--- config.mk ---
export PLATFORM = sky130hd
export DESIGN_NAME = sample_sync
export DESIGN_NICKNAME = d
export VERILOG_FILES = /design/src/rtl/sample_sync_pkg.sv /design/src/rtl/sync_bit.sv /design/src/rtl/sample_sync.sv
export SDC_FILE = /design/constraint.sdc
export NUM_CORES = 1
export LEC_CHECK = 0
export ABC_AREA = 0
export CORE_UTILIZATION = 43
export CTS_CLUSTER_DIAMETER = 200
export CTS_CLUSTER_SIZE = 12
export DETAILED_ROUTE_END_ITERATION = 8
export PLACE_DENSITY = 0.8
export SLEW_MARGIN = 20
export SYNTH_ARGS = -nofsm -noshare
export SYNTH_HDL_FRONTEND = slang
export SYNTH_HIERARCHICAL = 1
export SYNTH_SLANG_ARGS = --single-unit
export TNS_END_PERCENT = 50
--- constraint.sdc ---
create_clock -name clk_50 -period 2.2 [get_ports clk_50]
set_input_delay 0.33 -clock clk_50 [delete_from_list [all_inputs] [get_ports clk_50]]
set_output_delay 0.33 -clock clk_50 [all_outputs]
set_load 0.02 [all_outputs]
--- src/rtl/sample_sync_pkg.sv ---
// sample_sync_pkg
//   Shared types and constants for the sample_sync flag-synchronised capture
//   block: FSM state encoding, MODE selector values, parameter defaults and
//   internal counter widths.
package sample_sync_pkg;

    typedef enum logic [1:0] {
        ST_IDLE    = 2'd0,
        ST_SETTLE  = 2'd1,
        ST_CAPTURE = 2'd2
    } state_e;

    localparam int MODE_LEVEL  = 0;
    localparam int MODE_TOGGLE = 1;

    localparam int NCH_DEFAULT         = 3;
    localparam int W_DEFAULT           = 12;
    localparam int SYNC_STAGES_DEFAULT = 3;
    localparam int SETTLE_DEFAULT      = 2;
    localparam int MODE_DEFAULT        = MODE_LEVEL;
    localparam int RST_HOLD_DEFAULT    = 64;

    // SETTLE is limited to 0..15 and RST_HOLD to 1..1023.
    localparam int SETTLE_CNT_W = 4;
    localparam int HOLD_CNT_W   = 10;

endpackage

--- src/rtl/sync_bit.sv ---
// sync_bit
//   Multi-flop synchronizer for a single asynchronous bit.
//   Ports:
//     clk    in   destination clock
//     rst_n  in   asynchronous active-low reset, clears the whole chain
//     d      in   asynchronous input bit
//     q      out  synchronized bit, DEPTH edges after d is first sampled
module sync_bit #(
    parameter int DEPTH = 2
) (
    input  logic clk,
    input  logic rst_n,
    input  logic d,
    output logic q
);

    logic [DEPTH-1:0] chain_q;
    logic [DEPTH-1:0] chain_d;

    always_comb begin
        chain_d = {chain_q[DEPTH-2:0], d};
    end

    always_ff @(posedge clk or negedge rst_n) begin
        if (!rst_n) begin
            chain_q <= '0;
        end else begin
            chain_q <= chain_d;
        end
    end

    assign q = chain_q[DEPTH-1];

endmodule

--- src/rtl/sample_sync.sv ---
// sample_sync
//   Captures a multi-channel bus from a foreign clock domain when that domain
//   raises (or toggles) a completion flag. The flag is synchronized, an
//   optional settle delay lets the bus become stable, then the bus is
//   registered. Also produces a stretched active-low reset for the foreign
//   domain.
//
//   State table:
//     state      | meaning
//     -----------+-------------------------------------------------------
//     ST_IDLE    | waiting for a flag event
//     ST_SETTLE  | event accepted, counting down bus settle cycles
//     ST_CAPTURE | data_out just loaded, sample_valid high for this cycle
//
//   Ports:
//     clk_50        in   sole clock
//     reset         in   asynchronous active-low reset
//     round_done    in   asynchronous completion flag from foreign domain
//     data_in       in   NCH*W foreign bus, channel k at [k*W +: W]
//     freeze        in   suppresses new captures (events become drops)
//     clr_drop      in   clears the sticky drop flag
//     data_out      out  last captured bus value
//     sample_valid  out  one-cycle pulse coincident with data_out update
//     sample_cnt    out  capture count, wraps at 16 bits
//     drop          out  sticky: a flag event was lost
//     reset1        out  active-low reset held RST_HOLD cycles past release
module sample_sync
    import sample_sync_pkg::*;
#(
    parameter int NCH         = NCH_DEFAULT,
    parameter int W           = W_DEFAULT,
    parameter int SYNC_STAGES = SYNC_STAGES_DEFAULT,
    parameter int SETTLE      = SETTLE_DEFAULT,
    parameter int MODE        = MODE_DEFAULT,
    parameter int RST_HOLD    = RST_HOLD_DEFAULT
) (
    input  logic             clk_50,
    input  logic             reset,
    input  logic             round_done,
    input  logic [NCH*W-1:0] data_in,
    input  logic             freeze,
    input  logic             clr_drop,
    output logic [NCH*W-1:0] data_out,
    output logic             sample_valid,
    output logic [15:0]      sample_cnt,
    output logic             drop,
    output logic             reset1
);

    localparam logic [SETTLE_CNT_W-1:0] SETTLE_LOAD =
        (SETTLE > 0) ? SETTLE_CNT_W'(SETTLE - 1) : '0;
    localparam logic [HOLD_CNT_W-1:0] HOLD_TC = HOLD_CNT_W'(RST_HOLD);

    logic                    flag_sync;
    logic                    flag_dly_q,     flag_dly_d;
    logic                    flag_event;
    state_e                  state_q,        state_d;
    logic [SETTLE_CNT_W-1:0] settle_cnt_q,   settle_cnt_d;
    logic [NCH*W-1:0]        data_out_q,     data_out_d;
    logic                    sample_valid_q, sample_valid_d;
    logic [15:0]             sample_cnt_q,   sample_cnt_d;
    logic                    drop_q,         drop_d;
    logic [HOLD_CNT_W-1:0]   hold_cnt_q,     hold_cnt_d;
    logic                    reset1_q,       reset1_d;
    logic                    capture_go;
    logic                    event_lost;

    sync_bit #(
        .DEPTH (SYNC_STAGES)
    ) u_sync_flag (
        .clk   (clk_50),
        .rst_n (reset),
        .d     (round_done),
        .q     (flag_sync)
    );

    // Reset clears the delay flop, so a flag already high at release is seen
    // as a fresh rising edge.
    always_comb begin
        flag_dly_d = flag_sync;
        if (MODE == MODE_TOGGLE) begin
            flag_event = flag_sync ^ flag_dly_q;
        end else begin
            flag_event = flag_sync & ~flag_dly_q;
        end
    end

    always_comb begin
        state_d      = state_q;
        settle_cnt_d = settle_cnt_q;
        event_lost   = 1'b0;
        case (state_q)
            ST_IDLE: begin
                if (flag_event) begin
                    if (freeze) begin
                        event_lost = 1'b1;
                    end else if (SETTLE == 0) begin
                        state_d = ST_CAPTURE;
                    end else begin
                        state_d      = ST_SETTLE;
                        settle_cnt_d = SETTLE_LOAD;
                    end
                end
            end
            ST_SETTLE: begin
                // freeze is deliberately ignored here: an accepted event
                // always completes.
                event_lost = flag_event;
                if (settle_cnt_q == '0) begin
                    state_d = ST_CAPTURE;
                end else begin
                    settle_cnt_d = settle_cnt_q - 1'b1;
                end
            end
            ST_CAPTURE: begin
                event_lost = flag_event;
                state_d    = ST_IDLE;
            end
            default: begin
                state_d = ST_IDLE;
            end
        endcase
    end

    // The capture registers load on the edge that enters ST_CAPTURE, so the
    // new data and the valid pulse are visible for exactly the CAPTURE cycle.
    always_comb begin
        capture_go     = (state_d == ST_CAPTURE);
        data_out_d     = capture_go ? data_in : data_out_q;
        sample_valid_d = capture_go;
        sample_cnt_d   = capture_go ? (sample_cnt_q + 16'd1) : sample_cnt_q;
        if (event_lost) begin
            drop_d = 1'b1;
        end else if (clr_drop) begin
            drop_d = 1'b0;
        end else begin
            drop_d = drop_q;
        end
    end

    always_comb begin
        hold_cnt_d = (hold_cnt_q == HOLD_TC) ? hold_cnt_q : (hold_cnt_q + 1'b1);
        reset1_d   = (hold_cnt_d == HOLD_TC);
    end

    always_ff @(posedge clk_50 or negedge reset) begin
        if (!reset) begin
            flag_dly_q     <= 1'b0;
            state_q        <= ST_IDLE;
            settle_cnt_q   <= '0;
            data_out_q     <= '0;
            sample_valid_q <= 1'b0;
            sample_cnt_q   <= '0;
            drop_q         <= 1'b0;
            hold_cnt_q     <= '0;
            reset1_q       <= 1'b0;
        end else begin
            flag_dly_q     <= flag_dly_d;
            state_q        <= state_d;
            settle_cnt_q   <= settle_cnt_d;
            data_out_q     <= data_out_d;
            sample_valid_q <= sample_valid_d;
            sample_cnt_q   <= sample_cnt_d;
            drop_q         <= drop_d;
            hold_cnt_q     <= hold_cnt_d;
            reset1_q       <= reset1_d;
        end
    end

    assign data_out     = data_out_q;
    assign sample_valid = sample_valid_q;
    assign sample_cnt   = sample_cnt_q;
    assign drop         = drop_q;
    assign reset1       = reset1_q;

endmodule
* Yosys cells after proc, flatten, opt, wreduce, memory -nomap -nowiden
Index checks and enable logic that the tools add are counted.
** Storage, ports and cells
- Output and inout port bits :: 55
- Register bits after elaboration :: 75
- Bits of input ports :: 41
** Operators by class
- Reduce and logical (&&, ||, !) cells :: 6
- Multiplexer cells :: 14
- Bitwise logic cells :: 2
- Add/subtract/negate cells :: 3
- Equal/unequal tests :: 8
** Operators by type and width (number)
- $eq A10 B7 Y1 const B :: 2
- $add A16 B1 Y16 const B :: 1
- $mux W4 :: 3
- $add A10 B1 Y10 const B :: 1
- $mux W10 :: 1
- $pmux W4 S2 :: 1
- $mux W2 :: 3
- $ne A2 B2 Y1 const B :: 3
- $eq A2 B2 Y1 const B :: 2
- $logic_not A4 Y1 :: 1
- $mux W1 :: 4
- $pmux W2 S2 :: 1
- $reduce_and A4 Y1 :: 1
- $reduce_bool A2 Y1 :: 2
- $sub A4 B1 Y4 const B :: 1
- $eq A2 B1 Y1 const B :: 1
- $logic_not A2 Y1 :: 1
- $pmux W1 S2 :: 1
- $reduce_or A2 Y1 :: 1
- $and A1 B1 Y1 :: 1
- $not A1 Y1 :: 1

* Depth between registers and ports, before layout
- Depth in word-level cells :: 5
- Gate-level depth with buffers :: 10

* Modules after synthesis
The synthesis kept the hierarchy.
** Modules (own cells, without submodules)
- sample_sync :: cells an instance 254, instances 1, area an instance 3235.6 um2, seq. area each 1801.7 um2
- sync_bit :: cells an instance 3, instances 1, area an instance 75.1 um2, seq. area each 75.1 um2

* Worst setup path before layout
No wires, ideal clock.
- Path type :: register -> register
- Start point :: register settle_cnt_q[0]
- End point :: register data_out_q[0], in the netlist data_out[0]
- Buffers on the path :: 3
- Arrival time :: 1.974 ns
- Cell stages (with the launch flop) :: 11
- Library setup time :: 0.125 ns
- Clock period less this slack :: 2.099 ns
- Required time :: 2.075 ns
- Path slack :: 0.101 ns
- Cells stage by stage :: dfrtp_1 -> inv_1 -> ha_1 -> or3b_1 -> buf_6 -> nor3_4 -> o21ai_2 -> nand2_4 -> buf_12 -> buf_12 -> mux2_4
** On the way
- Word-level cells in the longest chain between the ends :: 4
** RTL lines
- from (decl) :: RTL line sample_sync.sv:58 : logic [SETTLE_CNT_W-1:0] settle_cnt_q, settle_cnt_d;
- from (signal assigned) :: RTL line sample_sync.sv:160 : settle_cnt_q <= settle_cnt_d;
- $logic_not A4 Y1 :: RTL line sample_sync.sv:109 : if (settle_cnt_q == '0) begin
- $mux W2 :: RTL line sample_sync.sv:109
- $pmux W2 S2 :: RTL line sample_sync.sv:92 : case (state_q)
- $eq A2 B2 Y1 :: RTL line sample_sync.sv:128 : capture_go = (state_d == ST_CAPTURE);
- via capture_go :: RTL line sample_sync.sv:65 : logic capture_go;
- to (signal assigned) :: RTL line sample_sync.sv:161 : data_out_q <= data_out_d;
- to (decl) :: RTL line sample_sync.sv:59 : logic [NCH*W-1:0] data_out_q, data_out_d;
The timed path passes the listed nets, and every way through them passes these cells.
A chain may end at the register's enable or synchronous reset.

* Worst setup path after layout
- Start point :: register settle_cnt_q[1]
- End point :: register data_out_q[18], in the netlist data_out[18]
** On the way
- Word-level cells in the longest chain between the ends :: 4
** RTL lines (RTL line)
- $logic_not A4 Y1 :: sample_sync.sv:109
- $mux W2 :: sample_sync.sv:109
- $pmux W2 S2 :: sample_sync.sv:92
- $eq A2 B2 Y1 :: sample_sync.sv:128
No other way between the ends.

==> run summary <==
Slew @ Worst Pin: 0.5220 ns
Kind of cell adding the most delay to the critical path: simple AND/OR/NAND/NOR gates
Die ar.: 8054 um2
Detailed-route via count: 2346
#FFs+latches synth: 75
Clk pwr share: 18.7%
Synth top area cells: dfrtp_1 (57%), mux2_2 (9.9%), xnor2_1 (4.5%), mux2_4 (3.6%), ha_1 (3.0%)
Worst Setup End Kind: register
Power per cell area: 1303 nW/um2
Ys async rst share: 100.0%
Die X-Extent: 89.75 um
Synthesized instance count: 257
Clock Sinks: 75
Initial DRC count: 124
Ratio of final minimum period to clock period: 96.50%
Hold Worst Slack: 0.3591 ns
Core area: 7331 um2
Comb power frac: 47.4%
Max FO, Critical Path: 8
Top-area cell type share of the netlist area: 56.69%
Final setup violation count: 0
Total nets after synthesis: 306
DIE HEIGHT: 89.75 um
Cell area after placement: 4452 um2
Main synth FF type: dfrtp_1
Clk slew on worst S/H paths: 0.08 ns
Clock Latency Late Sink: 0.34 ns
I/O pin count: 96
CTS Buffer Depth: 2
Post-synth EDFFs: 0
Design area: 4746 um2
Drt first pass iters: 4
Layout cell share with drive strength beyond 1: 20.95%
Hold Fails Final Rpt: 0
WS Path Type: reg -> reg
F_max: 471.0 MHz
Root Buffer: clkbuf_8
Depth of the CTS H-tree: 3
Largest net degree at the start of global routing: 32
Clk_skew: 0.009308 ns
Final period demand of the worst path: 2.123 ns
Worst EP required: 2.42 ns
Sequential area share after synthesis: 56.69%
CTS buffer count: 9
Worst slew margin: 64.83%
Area added between synthesis and finish: 43.35%
WL/cell: 14.20 um
Max-Cap Viols: 0
Data arrival time of the worst path: 2.34 ns
CP bufs+invs: 2
Antenna diodes: 0
Synth Warn #: 6
Status: complete, no violations
Syn_area_per_cell: 12.88 um2
Row cnt: 31
Total track usage: 17.38%
Crit-path slowest cell: or3b_4
Final WL: 6758 um
Cell Area, Synth: 3311 um2
Sequential fraction of design power: 33.9%
Hold Crit Class: reg -> reg
Most frequent cells in the layout: clkdlybuf4s50_1 (94), dfrtp_1 (75), mux2_2 (29)
RePlAce Congestion: 0.8122
Fin. max-slew vios: 0
Maximum vdd drop: 0.7005 mV
CP startpoint kind: register
Number of global-route vias before repair: 2367
Starting density of the core: 45.16%
Yosys top cell by area: dfrtp_1
Final ANT Viol Nets: 0
DP HPWL: 4746 um
Most common cell after layout, fill and taps aside: clkdlybuf4s50_1
Int Pwr: 4.086 mW
Port bufs: 95
Switch Pwr: 2.097 mW
Total Power: 6.184 mW
Leakage: 2.021 nW
Crit-path cells: inv_1 > ha_1 > or3b_4 > nor3_4 > o21ai_2 > nand2_4 > clkbuf_16 > mux2_2
Initial antenna violation count: 0
Remaining global-route overflow: 0
Max incr delay on CP: 0.42 ns
Net Sw Frac: 33.92%
CTS tree: yes
Vias/cell: 4.929
First-pass GRT wire length: 11250 um
Nets@finish: 421
Drt drc: 0
Post-synthesis cell type count: 41
## cells in the mapped netlist (3+ instances only)
cell	number
dfrtp_1	75
mux2_2	29
xnor2_1	17
nand3_1	14
inv_1	13
nand2_1	10
nor2_1	9
ha_1	8
mux2_4	8
o21ai_0	8
xor2_1	8
nand4_1	7
nor3_1	7
a21oi_1	6
a22o_1	3
and3_1	3
buf_4	3
## cell families (layout without fill, tap and decap cells)
logic type,count (synthesis),after routing,share of synthesized area [%]
flops,75,75,56.69
simple gates,62,62,10.54
mux,39,39,14.10
compound gates,26,26,4.952
xor+xnor,25,25,6.614
buf+inv,22,142,4.082
fa+ha+maj,8,8,3.024
## final timing paths
| check | from | to | slack, ns | depth (start not counted) |
|---|---|---|---|---|
| max | settle_cnt_q[1]$_DFFE_PN0P_ | data_out[18]$_DFFE_PN0P_ | 0.08 | 8 |
| min | u_sync_flag/chain_q[0]$_DFF_PN0_ | u_sync_flag/chain_q[1]$_DFF_PN0_ | 0.36 | 0 |
| max reg2reg | settle_cnt_q[1]$_DFFE_PN0P_ | data_out[18]$_DFFE_PN0P_ | 0.08 | 8 |
| min reg2reg | u_sync_flag/chain_q[0]$_DFF_PN0_ | u_sync_flag/chain_q[1]$_DFF_PN0_ | 0.36 | 0 |
| max in group asynchronous | reset | data_out[14]$_DFFE_PN0P_ | 1.17 | 3 |
| min in group asynchronous | reset | sample_cnt[3]$_DFFE_PN0P_ | 0.46 | 2 |
## worst register-to-register path: cells and delay by family (launching register included)
family / cells / cell delay (ns)
buffers and inverters: 2 / 0.28
adder cells (fa/ha/maj): 1 / 0.16
multiplexers: 1 / 0.33
AND/OR/NAND/NOR: 3 / 0.77
flip-flops: 1 / 0.38
AO/OA/AOI/OAI: 1 / 0.10
## flip-flops by register name (all words and copies together), names as in the netlist
name                 flops
u_sync_flag/chain_q      3
state_q                  2
hold_cnt_q              10
reset1                   1
settle_cnt_q             4
sample_valid             1
sample_cnt              16
drop                     1
data_out                36
flag_dly_q               1
## power by group through the flow
| stage | logic (mW) | registers (mW) | clock network [mW] |
|---|---|---|---|
| 5_1_grt | 3.11 | 2.16 | 1.26 |
| 4_1_cts | 2.83 | 2.10 | 1.19 |
| 3_5_place_dp | 2.82 | 2.11 | 0 |
| 2_1_floorplan | 1.19 | 2.57 | 0 |
| 3_3_place_gp | 2.76 | 2.10 | 0 |
| 6_report | 2.93 | 2.10 | 1.16 |
## per-layer routing
| metal | up-vias | GRT usage [%] | wire length [um] |
|---|---|---|---|
| met5 | - | 0 | 0 |
| met4 | 0 | 6.421 | 44 |
| met3 | 5 | 4.399 | 306 |
| met2 | 54 | 28.72 | 3386 |
| met1 | 1154 | 22.08 | 3019 |
| li1 | 1133 | - | - |
## stage by stage
stage               setup TNS, ns  std cells  util (%)  setup slack [ns]
floorplan                       0        257         -            0.1010
global placement                0        456     60.73           0.05617
detailed placement              0        456     60.73           0.01367
CTS                             0        473     63.92          0.002293
global route             -0.04586        476     64.74          -0.01030
finish                          0        476     64.74           0.07701
## timing repair
| action | in CTS | in global routing |
|---|---|---|
| buffers inserted | 0 | 1 |
| resized for setup | 0 | 2 |
| endpoints found under the hold margin | 29 | 0 |
| endpoints found under the setup margin | 0 | 35 |
| hold buffers | 1 | 0 |
## area by class of cell
type / instances / area, um2
clock buffers: 9 / 123.9
clock inverters: 7 / 100.1
fillers: 558 / 2585
inverters: 13 / 48.80
multi-input cells: 160 / 1301
flip-flops and latches: 75 / 1877
well taps: 99 / 123.9
repair buffers: 113 / 1171
Power figures use the tool's default switching activity.
